$ cat src/rtl/mme_apb_regfile.sv
// APB completer for the MME configuration/control registers.
// Drives matrix width, A/B/C base addresses and a start pulse; latches engine completion.
module mme_apb_regfile #(
  parameter logic [31:0] IP_VERSION  = 32'h0001_0000,
  parameter int          WAIT_CYCLES = 0
) (
  input  logic        clk,
  input  logic        rst,
  input  logic        psel,
  input  logic        penable,
  input  logic        pwrite,
  input  logic [11:0] paddr,
  input  logic [31:0] pwdata,
  output logic [31:0] prdata,
  output logic        pready,
  output logic        pslverr,
  output logic [15:0] mat_width,
  output logic [31:0] mat_a_addr,
  output logic [31:0] mat_b_addr,
  output logic [31:0] mat_c_addr,
  output logic        start,
  input  logic        done
);

  typedef enum logic {IDLE, ACCESS} state_e;

  localparam logic [3:0] WAIT_LD = 4'(WAIT_CYCLES);

  state_e      state_q, state_d;
  logic [3:0]  cnt_q, cnt_d;
  logic [31:0] prdata_q, prdata_d;
  logic        pready_q, pready_d;
  logic        pslverr_q, pslverr_d;
  logic [15:0] cfg_q, cfg_d;
  logic [31:0] a_q, a_d, b_q, b_d, c_q, c_d;
  logic        start_pend_q, start_pend_d;
  logic        start_q, start_d;
  logic        busy_q, busy_d;
  logic        done_bit_q, done_bit_d;
  logic        busy_eff;
  logic [9:0]  word;
  logic        unused_addr_lsb;

  assign word            = paddr[11:2];
  assign unused_addr_lsb = ^paddr[1:0];
  // A completion arriving on the deciding edge frees the engine before the error check.
  assign busy_eff        = busy_q & ~done;

  always_comb begin
    state_d      = state_q;
    cnt_d        = cnt_q;
    prdata_d     = 32'h0;
    pready_d     = 1'b0;
    pslverr_d    = 1'b0;
    cfg_d        = cfg_q;
    a_d          = a_q;
    b_d          = b_q;
    c_d          = c_q;
    start_pend_d = 1'b0;
    start_d      = 1'b0;
    busy_d       = busy_q;
    done_bit_d   = done_bit_q;

    if (done && busy_q) begin
      busy_d     = 1'b0;
      done_bit_d = 1'b1;
    end
    if (start_pend_q) begin
      start_d    = 1'b1;
      busy_d     = 1'b1;
      done_bit_d = 1'b0;
    end

    case (state_q)
      IDLE: begin
        if (psel && !penable) begin
          state_d = ACCESS;
          cnt_d   = WAIT_LD;
        end
      end
      ACCESS: begin
        if (!psel) begin
          state_d = IDLE;
        end else if (penable) begin
          if (cnt_q != 4'd0) begin
            cnt_d = cnt_q - 4'd1;
          end else begin
            state_d  = IDLE;
            pready_d = 1'b1;
            case (word)
              10'h000: begin
                if (pwrite) pslverr_d = 1'b1;
                else        prdata_d  = IP_VERSION;
              end
              10'h040: begin
                if (!pwrite)       prdata_d  = {16'h0, cfg_q};
                else if (busy_eff) pslverr_d = 1'b1;
                else               cfg_d     = pwdata[15:0];
              end
              10'h080: begin
                if (!pwrite)       prdata_d  = a_q;
                else if (busy_eff) pslverr_d = 1'b1;
                else               a_d       = pwdata;
              end
              10'h081: begin
                if (!pwrite)       prdata_d  = b_q;
                else if (busy_eff) pslverr_d = 1'b1;
                else               b_d       = pwdata;
              end
              10'h082: begin
                if (!pwrite)       prdata_d  = c_q;
                else if (busy_eff) pslverr_d = 1'b1;
                else               c_d       = pwdata;
              end
              10'h083: begin
                if (pwrite && pwdata[0]) begin
                  if (busy_eff) pslverr_d    = 1'b1;
                  else          start_pend_d = 1'b1;
                end
              end
              10'h084: begin
                if (pwrite) pslverr_d = 1'b1;
                else        prdata_d  = {30'h0, busy_q, done_bit_q};
              end
              default: pslverr_d = 1'b1;
            endcase
          end
        end
      end
      default: state_d = IDLE;
    endcase
  end

  always_ff @(posedge clk) begin
    if (rst) begin
      state_q      <= IDLE;
      cnt_q        <= 4'd0;
      prdata_q     <= 32'h0;
      pready_q     <= 1'b0;
      pslverr_q    <= 1'b0;
      cfg_q        <= 16'h0;
      a_q          <= 32'h0;
      b_q          <= 32'h0;
      c_q          <= 32'h0;
      start_pend_q <= 1'b0;
      start_q      <= 1'b0;
      busy_q       <= 1'b0;
      done_bit_q   <= 1'b0;
    end else begin
      state_q      <= state_d;
      cnt_q        <= cnt_d;
      prdata_q     <= prdata_d;
      pready_q     <= pready_d;
      pslverr_q    <= pslverr_d;
      cfg_q        <= cfg_d;
      a_q          <= a_d;
      b_q          <= b_d;
      c_q          <= c_d;
      start_pend_q <= start_pend_d;
      start_q      <= start_d;
      busy_q       <= busy_d;
      done_bit_q   <= done_bit_d;
    end
  end

  assign prdata     = prdata_q;
  assign pready     = pready_q;
  assign pslverr    = pslverr_q;
  assign mat_width  = cfg_q;
  assign mat_a_addr = a_q;
  assign mat_b_addr = b_q;
  assign mat_c_addr = c_q;
  assign start      = start_q;

endmodule

$ cat config.mk
export PLATFORM = sky130hd
export DESIGN_NAME = mme_apb_regfile
export DESIGN_NICKNAME = d
export VERILOG_FILES = /design/src/rtl/mme_apb_regfile.sv
export SDC_FILE = /design/constraint.sdc
export NUM_CORES = 1
export LEC_CHECK = 0
export BUFFER_PORTS_ARGS = -buffer_cell sky130_fd_sc_hd__clkbuf_2
export CORE_ASPECT_RATIO = 1.5
export CORE_UTILIZATION = 40
export CTS_BUF_LIST = sky130_fd_sc_hd__clkbuf_8
export CTS_CLUSTER_SIZE = 28
export DETAILED_ROUTE_END_ITERATION = 10
export PLACE_DENSITY = 0.66
export SLEW_MARGIN = 0
export SYNTH_ARGS = -nofsm -noshare
export SYNTH_HDL_FRONTEND = slang
export SYNTH_SLANG_ARGS = --single-unit
$ cat constraint.sdc
create_clock -name clk -period 2.1 [get_ports clk]
set_input_delay 0.42 -clock clk [delete_from_list [all_inputs] [get_ports clk]]
set_output_delay 0.42 -clock clk [all_outputs]
set_load 0.005 [all_outputs]
### After elaboration in Yosys (flattened, before gate mapping)

Cells that the tools add are included.

* flip-flop bits (word level): 155
* bits of input ports: 50
* output and inout port bits: 147
* word-level logic and storage cells: 78

* add/sub/neg operators: 1
* equal/unequal tests: 10
* muxes and demuxes: 27
* bitwise gates (word level): 9
* reductions and logical operators: 18

Operators by type and width (number)
* one-hot mux 32 bit (6 select lines): 1
* 2-to-1 mux 32 bit: 3
* == test 10 x 8 -> 1 bit (second input constant): 5
* AND reduction 7 bit: 4
* 2-to-1 mux 17 bit: 1
* 2-to-1 mux 16 bit: 1
* 2-to-1 mux 4 bit: 4
* 2-to-1 mux 1 bit: 13
* == test 10 x 7 -> 1 bit (second input constant): 1
* zero test 10 bit: 1
* NOT 1 bit: 8
* one-hot mux 4 bit (2 select lines): 1
* OR reduction 4 bit: 2
* OR reduction 7 bit: 1
* != test 2 bit (second input constant): 3
* OR reduction 5 bit: 1
* AND reduction 4 bit: 1
* nonzero test 4 bit: 1
* OR reduction 2 bit: 2
* subtractor 4 x 1 -> 4 bit (second input constant): 1
* logical AND 1 bit: 3
* one-hot mux 1 bit (3 select lines): 1
* 2-to-1 mux 2 bit: 1
* != test 2 x 1 -> 1 bit (second input constant): 1
* 4 further kinds: 4

### Longest topological paths before layout

Gate-level depths: netlist (run 1).

* word-level depth: 5
* gate-level depth with buffers: 8
* depth with buffers taken out: 6

### Worst setup path after synthesis (run 1)

No wires, ideal clock.

* path type: input-to-reg
* from: in paddr[8]
* to: reg c_q[10], in the netlist mat_c_addr[10]
* library setup time: 0.072 ns
* arrival: 1.872 ns
* data required time: 2.028 ns
* slack: 0.157 ns
* stages on the path: 8
* buffers on the path: 4
* path through: clkbuf_1 > nor4b_2 > and2_1 > clkbuf_1 > and3_1 > buf_2 > buf_6 > mux2i_1

* cells in the longest elaborated chain, start to end: 2

RTL lines
* start: declaration: RTL line 12 `input logic [11:0] paddr,`
* == test 10 x 8 -> 1 bit: RTL line 90 `case (word)`
* AND reduction 7 bit (no source line)
* end signal: assignment: RTL line 144 `c_q <= 32'h0;`
* end signal: assignment: RTL line 158 `c_q <= c_d;`
* end: declaration: RTL line 35 `logic [31:0] a_q, a_d, b_q, b_d, c_q, c_d;`

Every way passes these cells.
A chain may end at the register's enable or synchronous reset.

### Final worst setup path (run 1)

* from: reg cnt_q[0]
* to: reg b_q[6], in the netlist mat_b_addr[6]

* cells in the longest elaborated chain, start to end: 3

RTL lines
* start: declaration: RTL line 30 `logic [3:0] cnt_q, cnt_d;`
* start signal: assignment: RTL line 151 `cnt_q <= cnt_d;`
* nonzero test 4 bit: RTL line 85 `if (cnt_q != 4'd0) begin`
* NOT 1 bit (no source line)
* AND reduction 7 bit (no source line)
* end signal: assignment: RTL line 143 `b_q <= 32'h0;`
* end signal: assignment: RTL line 157 `b_q <= b_d;`
* end: declaration: RTL line 35

Every way passes these cells.

==> key figures, run 1 <==
Worst setup path
  – Crit path launch type: register
  – Crit path max-delay cell type: or4_1
  – Buffers & Inverters on Critical Path: 2
  – Worst-path cell chain: inv_1, ha_2, nand4b_4, or4_1, buf_12, o21ai_0, a21oi_1
  – CP Class: reg -> reg
  – CP endpoint kind: register
  – CP top delay family: simple AND/OR/NAND/NOR gates
  – Worst-path fanout max: 32
  – Critical path required time: ~2.4 ns
  – CP max stage delay: ~0.55 ns
  – CP arrival: about 2.3 ns

Yosys
  – Ys flop type: dfxtp_1
  – EDFF count, synth: 0
  – Yosys reg bits: approximately 160
  – Ys async rst share: 0
  – Top area cells in the synthesized netlist: dfxtp_1, mux2i_1, nand2b_1, a21oi_1, nand3b_1
  – Area leader, netlist: dfxtp_1
  – Mean Syn Cell Area: roughly 9.2 um2
  – Synth cell types: 52
  – Register area share after synthesis: 0.4432
  – Top-area cell type share of the netlist area: 0.4432
  – Count leader, synth: dfxtp_1
  – Synthesized netlist cell count: approximately 760
  – Ys Warns: 0
  – Post-Syn Area: around 0.007 mm2
  – Synth Net Count: 811
  – Most frequent cells after synthesis: dfxtp_1, nand2b_1, mux2i_1

Clocking
  – Clock Tree Root: clkbuf_8
  – CTS tree: yes
  – CTS buffer count: 17
  – Clk pin slew, worst setup/hold paths: about 0.090 ns
  – Clock H-tree levels: 4
  – Clock Path Buffers: 2
  – Clock latency on the worst-skew pair: 0.44 ns
  – CTS Sinks: between 150 and 200
  – Hold_buf cts: 0

STA
  – Max Fclk: between 500 and 600 MHz
  – Crit path time final: between 1.5 and 2 ns
  – Sum of negative setup slack: 0 ns
  – Fin. Hold Viols: 0
  – Slew Limit Headroom: 0.6997
  – Final setup violation count: 0
  – Period utilisation layout: 0.9342
  – Max Slew Vio Count: 0
  – Worst-Margin Slew: 0.4485 ns
  – Setup slack after layout: about 0.14 ns
  – Clock skew: 0.01409 ns
  – Unrepaired setup endpoints after global routing: no

Global routing
  – Grt ovf: 0
  – Largest net degree at the start of global routing: around 110
  – Vias in the first global route: about 6,000
  – Initial antenna violation count: 0
  – Met3 Use GR: 0.06032
  – Global-route wire length before repair: between 30,000 and 40,000 um
  – GR peak layer: met2
  – GR Layer Usage met2: 0.4105
  – Global Route Usage Sum: 0.2329
  – M1 GR Usage: 0.2668

Pwr
  – Sw frac: 0.2419
  – Sequential Power Share: 0.526
  – Net Switching: around 1.4 mW
  – PwrDens: roughly 640 mW/mm2
  – Pleak: between 3 and 4 nW
  – Design Power: roughly 5.6 mW
  – Logic pwr share: 0.056
  – Pint: roughly 4.2 mW
  – Clock Power Share: 0.418
  – Peak supply drop: 0.3389 mV

Place
  – Routability-driven placement congestion ratio: 0.8128
  – Port-buffer cells: between 150 and 200
  – HPWL Detailed: 14,070 um
  – Placed instance area: ~0.0083 mm2
  – DP Worst Slack: between 0.03 and 0.04 ns

Floorplan
  – Io pins: slightly below 200
  – Rows: a little under 60
  – Starting density of the core: 0.4123
  – Die H: between 150 and 200 um
  – Die W: 110.0 um
  – Die area: between 0.015 and 0.02 mm2
  – Core area: about 0.017 mm2

Final layout
  – # diodes: 0
  – Share of cells above drive strength 1: 0.2889
  – Post-route design area: 0.008730 mm2
  – Syn-to-layout area delta: 24.68%
  – Fin nets: 992

Routing
  – Initial DRC Count: between 300 and 400
  – DRT Pass-1 Iters: 5
  – Vias/cell: around 5.4
  – Total wire length: around 21,000 um
  – Routed via count: 6,252
  – WL per Instance: between 15 and 20 um
  – Post-DRT Antenna Nets: 0
  – Drt drc: 0

Run status
  – Status: completed

Min path
  – HP Class: in -> reg

Job
  – Maxcap violations: 0
-- worst register-to-register path, cell delays in order, from the launching register on --
cell and delay (ns):
dfxtp_1 0.34, inv_1 0.11, ha_2 0.22, nand4b_4 0.13, or4_1 0.55, buf_12 0.21, o21ai_0 0.20, a21oi_1 0.09
-- state kept, by name, summed over array words and instances, names as in the netlist --
register,flops
busy_q,1
cnt_q,4
done_bit_q,1
mat_a_addr,32
mat_b_addr,32
mat_c_addr,32
mat_width,16
prdata,32
pready,1
pslverr,1
start,1
start_pend_q,1
state_q,1
-- layer usage --
layer  vias up  wire length [um]
met2       231             10710
met3        32              1410
met5         -                 0
li1       3033                 -
met1      2956              8268
met4         0               445
-- what timing repair did --
| action | 4_1_cts | 5_1_grt |
|---|---|---|
| buffers inserted | 2 | 0 |
| resized for setup | 0 | 3 |
| pin swaps | 1 | 1 |
| endpoints found under the setup margin | 2 | 63 |
-- power by group through the flow --
stage               logic (mW)  registers (mW)  clock network, mW
finish                   0.315            2.94               2.34
detailed placement       0.312            3.01                  0
global route             0.337            2.94               2.50
CTS                      0.313            2.94               2.39
global placement         0.310            3.01                  0
floorplan                0.178            3.01                  0
-- area by class of cell --
cell class,instances,area [um2]
fillers,1664,8252
multi-input cells,528,3590
flip-flops and latches,155,3103
repair buffers,232,1346
well taps,210,262.8
clock buffers,17,234.0
clock inverters,14,171.4
inverters,6,22.52
-- worst paths after layout --
check                                              from                           to  slack [ns]  cells after the start
worst max-delay path              cnt_q[0]$_SDFFE_PP0P_   mat_b_addr[6]$_SDFFE_PP0P_        0.14                      7
worst min-delay path                         pwdata[25]  mat_b_addr[25]$_SDFFE_PP0P_        0.22                      3
worst max register to register    cnt_q[0]$_SDFFE_PP0P_   mat_b_addr[6]$_SDFFE_PP0P_        0.14                      7
worst min register to register  start_pend_q$_SDFF_PP0_      done_bit_q$_SDFFE_PP0P_        0.46                      1
-- cells by family (layout without fill, tap and decap cells) --
family,count (synthesis),after routing,share of synthesized area
adders and majority gates,2,2,0.003573
buffers and inverters,76,269,0.04932
xor gates and xnor gates,2,2,0.002502
AOI/OAI and AO/OA,165,165,0.1422
muxes,82,82,0.1172
and+or+nand+nor,277,277,0.2420
DFF,155,155,0.4432
-- cells in the final DEF (no fill, tap or decap), drive strengths merged, types with 15 or more instances in the layout --
master and count:
nand3b 33, a22o 15, and3 17, nor2 24, o21ai 54, buf 39
dfxtp 155, clkbuf 210, mux2i 82, nand2b 114, a21oi 53, a211oi 16
nand3 34, a22oi 15, nand2 19
-- stage by stage --
stage	cells	utilization	hold slack, ns
floorplan	759	-	0.4158
global placement	1129	0.4884	0.4544
detailed placement	1129	0.4884	0.4628
CTS	1162	0.5132	0.1930
global route	1162	0.5141	0.2054
finish	1162	0.5141	0.2167
Note: power is estimated with default switching activity, not from simulation.
==> run 2: changes to the inputs <==
Settings changed: CELL_PAD_IN_SITES_DETAIL_PLACEMENT set to 1, CELL_PAD_IN_SITES_GLOBAL_PLACEMENT set to 1, CORE_UTILIZATION 40 to 36, PLACE_DENSITY 0.66 to not set, PLACE_DENSITY_LB_ADDON set to 0.1.
==> run 2 against run 1 <==
  * The flow now finishes with violations (DRC)
  * Utilization shrank 4.9 points
  * Register-to-register slack hardly changed
  * Clock skew is essentially flat
  * Global-route usage increased by 1.5 points
  * Cell area grew 1.7%
  * Largest power group unchanged
  * Highest routed layer is now met5
==> key figures, run 2 (synthesis results as in run 1) <==
Clocking
  – Clock latency on the worst-skew pair: approximately 0.46 ns
  – CTS Sinks: ~160
  – Clock H-tree levels: 4
  – Clock Tree Root: clkbuf_8
  – Hold_buf cts: 0
  – Setup bufs post-CTS: 0
  – Clk pin slew, worst setup/hold paths: around 0.09 ns
  – CTS tree: yes
  – Clock Path Buffers: 2
  – CTS buffer count: 17

Pwr
  – Pleak: 3.726 nW
  – Design Power: 5.655 mW
  – PwrDens: ~640 mW/mm2
  – Sequential Power Share: 0.520
  – Logic pwr share: 0.058
  – Pint: around 4.3 mW
  – Peak supply drop: around 0.31 mV
  – Net Switching: around 1.4 mW
  – Clock Power Share: 0.422
  – Sw frac: 0.2430

Worst setup path
  – CP arrival: about 2.3 ns
  – CP startpoint: cnt_q[0]$_SDFFE_PP0P_
  – Reg2reg start: cnt_q[0]$_SDFFE_PP0P_
  – Critical path required time: 2.48 ns
  – Worst-path fanout max: 13
  – CP Class: reg -> reg
  – Crit path launch type: register
  – CP endpoint kind: register

Final layout
  – Syn-to-layout area delta: 26.75%
  – Final core occ: 0.4651
  – Post-route design area: between 0.008 and 0.009 mm2
  – # diodes: 0
  – Fin nets: ~1,000
  – Share of cells above drive strength 1: 0.2972
  – Non-filler cells, final: approximately 1,200
  – Most frequent cells in the layout: clkbuf_2, dfxtp_1, nand2b_1, mux2i_1, a21oi_1
  – Most common cell after layout, fill and taps aside: clkbuf_2

Min path
  – HP Class: in -> reg
  – HP Start: pwdata[21]

STA
  – Period utilisation layout: 0.9301
  – Max Fclk: a little over 500 MHz
  – Crit path time final: a little under 2 ns
  – Fin. Hold Viols: 0
  – Max Slew Vio Count: 0
  – Setup slack after layout: about 0.15 ns
  – Final setup violation count: 0
  – Unrepaired setup endpoints after global routing: no
  – Sum of negative setup slack: 0 ns
  – Worst hold slack: between 0.2 and 0.25 ns
  – Slew Limit Headroom: 0.5009
  – Clock skew: approximately 0.014 ns
  – Worst-Margin Slew: 0.7486 ns

Floorplan
  – Die H: around 170 um
  – Die area: approximately 0.02 mm2
  – Core area: around 0.019 mm2
  – Starting density of the core: 0.3669
  – Die W: around 120 um
  – Io pins: 197
  – Rows: 62

Routing
  – Drt drc: 1
  – Post-DRT Antenna Nets: 0
  – DRT Pass-1 Iters: 7
  – WL per Instance: about 20 um
  – Total wire length: roughly 24,000 um
  – Initial DRC Count: 313
  – Vias/cell: 5.337
  – Routed via count: 6,484

Global routing
  – Global-route wire length before repair: between 30,000 and 40,000 um
  – Initial antenna violation count: 1
  – Largest net degree at the start of global routing: 90
  – Vias in the first global route: ~7,000
  – Global Route Usage Sum: 0.2481
  – Grt ovf: 0

Run status
  – Status: finished with violations
  – Failing checks: DRC

Place
  – Routability-driven placement congestion ratio: between 0.8 and 0.9
  – Dpl cells: roughly 1,200
  – Placed instance area: roughly 0.0084 mm2
  – DP Worst Slack: between 0.015 and 0.02 ns
  – Port-buffer cells: just under 200
  – HPWL Detailed: between 15,000 and 20,000 um

Job
  – Maxcap violations: 0
[run 2: cell count changes in the layout (fill, tap and decap cells not counted), moves of 2 or more]
cell,previous run,this run
buf_12,7,9
clkinv_4,4,1
buf_4,32,35
clkinv_2,2,4
inv_1,7,5
[run 2: path summary, 6_finish.rpt]
| path | to | slack, ns | cells past startpoint |
|---|---|---|---|
| setup / recovery | mat_c_addr[11]$_SDFFE_PP0P_ | 0.15 | 8 |
| setup reg to reg | mat_c_addr[11]$_SDFFE_PP0P_ | 0.15 | 8 |
| hold / removal | mat_b_addr[21]$_SDFFE_PP0P_ | 0.20 | 3 |
| hold reg to reg | done_bit_q$_SDFFE_PP0P_ | 0.47 | 1 |
[run 2: final cells by class]
type / count / area, um2
fill: 2340 / 10210
multi-input combinational: 528 / 3593
sequential: 155 / 3103
timing repair buffer: 238 / 1420
tap: 256 / 320.3
clock buffer: 18 / 247.7
clock inverter: 14 / 167.7
inverter: 6 / 22.52
[run 2: worst max-delay path, stage by stage (launching register included)]
cell	delay [ns]
dfxtp_1	0.35
inv_2	0.09
ha_2	0.22
nand4b_4	0.14
nor4_4	0.26
buf_6	0.17
and3_4	0.25
buf_12	0.18
mux2i_1	0.21
[run 2: timing repair]
| item | 4_1_cts | 5_1_grt |
|---|---|---|
| gates resized for setup | 1 | 5 |
| endpoints found under the setup margin | 11 | 90 |
| pin swaps | 0 | 0 |
[run 2: layer usage]
| metal | vias up | share of wire | routed length (um) | track usage |
|---|---|---|---|---|
| li1 | 3038 | - | - | - |
| met2 | 200 | 0.53 | 12870 | 0.4437 |
| met1 | 3196 | 0.39 | 9363 | 0.2747 |
| met3 | 48 | 0.048 | 1160 | 0.05538 |
| met4 | 2 | 0.027 | 658 | 0.1079 |
| met5 | - | 0.00062 | 15 | 0 |
[run 2: power groups by stage]
| stage | registers (mW) | logic [mW] | clock network [mW] |
|---|---|---|---|
| after floorplan | 3.01 | 0.178 | 0 |
| final | 2.94 | 0.329 | 2.38 |
| after global placement | 3.01 | 0.317 | 0 |
| after CTS | 2.94 | 0.330 | 2.47 |
| after global routing | 2.94 | 0.356 | 2.59 |
| after detailed placement | 3.01 | 0.328 | 0 |
==> run 3: changes to the inputs <==
Settings changed: RECOVER_POWER set to 25.
==> run 3 against run 2 <==
  * The run now ends clean
  * Clock skew is 0.0013 ns lower
  * Combinational power hardly changed
  * Flip-flop and latch count unchanged
  * Power barely moved
  * Sequential power about the same
  * Setup slack worse by 0.0057 ns
  * Critical endpoint unchanged
==> key figures, run 3 (synthesis results as in run 1) <==
STA
  – Unrepaired setup endpoints after global routing: no
  – Sum of negative setup slack: 0 ns
  – Period utilisation layout: 0.9328
  – Max Slew Vio Count: 0
  – Crit path time final: slightly below 2 ns
  – Fin. Hold Viols: 0
  – Max Fclk: ~510 MHz
  – Clock skew: around 0.013 ns
  – Worst-Margin Slew: about 1.1 ns
  – Final setup violation count: 0
  – Slew Limit Headroom: 0.2504

Floorplan
  – Io pins: between 150 and 200
  – Rows: 62
  – Die W: about 120 um
  – Die area: between 0.02 and 0.025 mm2
  – Die H: around 170 um
  – Starting density of the core: 0.3669
  – Core area: between 0.015 and 0.02 mm2

Place
  – Routability-driven placement congestion ratio: roughly 0.81
  – Port-buffer cells: 194
  – HPWL Detailed: approximately 17,000 um

Pwr
  – Peak supply drop: 0.3105 mV
  – PwrDens: 640.4 mW/mm2
  – Pleak: roughly 3.6 nW

Job
  – Maxcap violations: 0

Routing
  – Post-DRT Antenna Nets: 0
  – Total wire length: between 20,000 and 25,000 um
  – Vias/cell: 5.319
  – Drt drc: 0
  – DRT Pass-1 Iters: 4
  – Routed via count: approximately 6,500
  – Initial DRC Count: 288
  – WL per Instance: a little under 20 um

Final layout
  – # diodes: 0
  – Share of cells above drive strength 1: 0.2628
  – Syn-to-layout area delta: 26.09%
  – Most frequent cells in the layout: clkbuf_2, dfxtp_1, nand2b_1, mux2i_1, a21oi_1
  – Final core occ: 0.4626
  – Most common cell after layout, fill and taps aside: clkbuf_2
  – Fin nets: 998

Clocking
  – Hold_buf cts: 0
  – CTS Sinks: 155
  – Clk pin slew, worst setup/hold paths: 0.09 ns
  – CTS tree: yes
  – Setup bufs post-CTS: 0
  – CTS buffer count: 17
  – Clock Tree Root: clkbuf_8
  – Clock H-tree levels: 4
  – Clock latency on the worst-skew pair: 0.46 ns
  – Number of gates resized after cts: 1
  – Clock Path Buffers: 2

Global routing
  – GR Layer Usage met2: 0.4437
  – Met3 Use GR: 0.05538
  – Largest net degree at the start of global routing: 90
  – Global Route Usage Sum: 0.2481
  – Initial antenna violation count: 1
  – GR peak layer: met2
  – M1 GR Usage: 0.2747
  – Vias in the first global route: 6,967
  – Global-route wire length before repair: approximately 38,000 um
  – Grt ovf: 0

Run status
  – Status: completed

Min path
  – HP Class: in -> reg

Worst setup path
  – CP Class: reg -> reg
  – Critical path required time: about 2.5 ns
  – CP endpoint kind: register
  – Crit path launch type: register
  – CP arrival: 2.34 ns
  – Worst-path fanout max: 13
-- run 3: layer usage --
metal  up-vias  wire length [um]  share of wire
li1       3037                 -              -
met1      3193              9557           0.40
met2       183             12780           0.53
met3        48              1072          0.045
met4         2               653          0.027
met5         -                16        0.00066
-- run 3: through the flow --
step / instance area (um2) / power (mW) / setup WS, ns / hold WS (ns) / std cells
2_1_floorplan: 7002 / 3.187 / 0.1567 / 0.4158 / 759
3_3_place_gp: 8437 / 3.327 / 0.09448 / 0.4582 / 1183
3_5_place_dp: 8437 / 3.339 / 0.01685 / 0.4667 / 1183
4_1_cts: 8856 / 5.743 / 0.01181 / 0.1594 / 1215
5_1_grt: 8828 / 5.887 / 0.01594 / 0.1805 / 1215
6_report: 8828 / 5.654 / 0.1411 / 0.2045 / 1215
-- run 3: cell type report --
| cell class | count | area, um2 |
|---|---|---|
| fill | 2349 | 10250 |
| sequential | 155 | 3103 |
| clock buffer | 18 | 247.7 |
| tap | 256 | 320.3 |
| inverter | 6 | 22.52 |
| multi-input combinational | 528 | 3593 |
| clock inverter | 14 | 167.7 |
| timing repair buffer | 238 | 1374 |
-- run 3: worst max-delay path, cell delays in order, from the launching register on --
cell      delay, ns
dfxtp_1        0.35
inv_2          0.09
ha_2           0.22
nand4b_4       0.14
nor4_4         0.26
buf_6          0.17
and3_4         0.25
buf_12         0.18
mux2i_1        0.21
-- run 3: where the power goes --
| group | leakage (nW) | total [mW] | internal (mW) | switching, mW |
|---|---|---|---|---|
| Clock | 0.206 | 2.38 | 1.21 | 1.17 |
| Sequential | 1.25 | 2.94 | 2.94 | 0.00306 |
| Combinational | 2.16 | 0.329 | 0.132 | 0.197 |
-- run 3: final timing paths --
| path | from | end | depth (start not counted) | slack (ns) |
|---|---|---|---|---|
| max | cnt_q[0]$_SDFFE_PP0P_ | mat_c_addr[11]$_SDFFE_PP0P_ | 8 | 0.14 |
| max reg2reg | cnt_q[0]$_SDFFE_PP0P_ | mat_c_addr[11]$_SDFFE_PP0P_ | 8 | 0.14 |
| min | pwdata[21] | mat_b_addr[21]$_SDFFE_PP0P_ | 3 | 0.20 |
| min reg2reg | start_pend_q$_SDFF_PP0_ | done_bit_q$_SDFFE_PP0P_ | 1 | 0.47 |
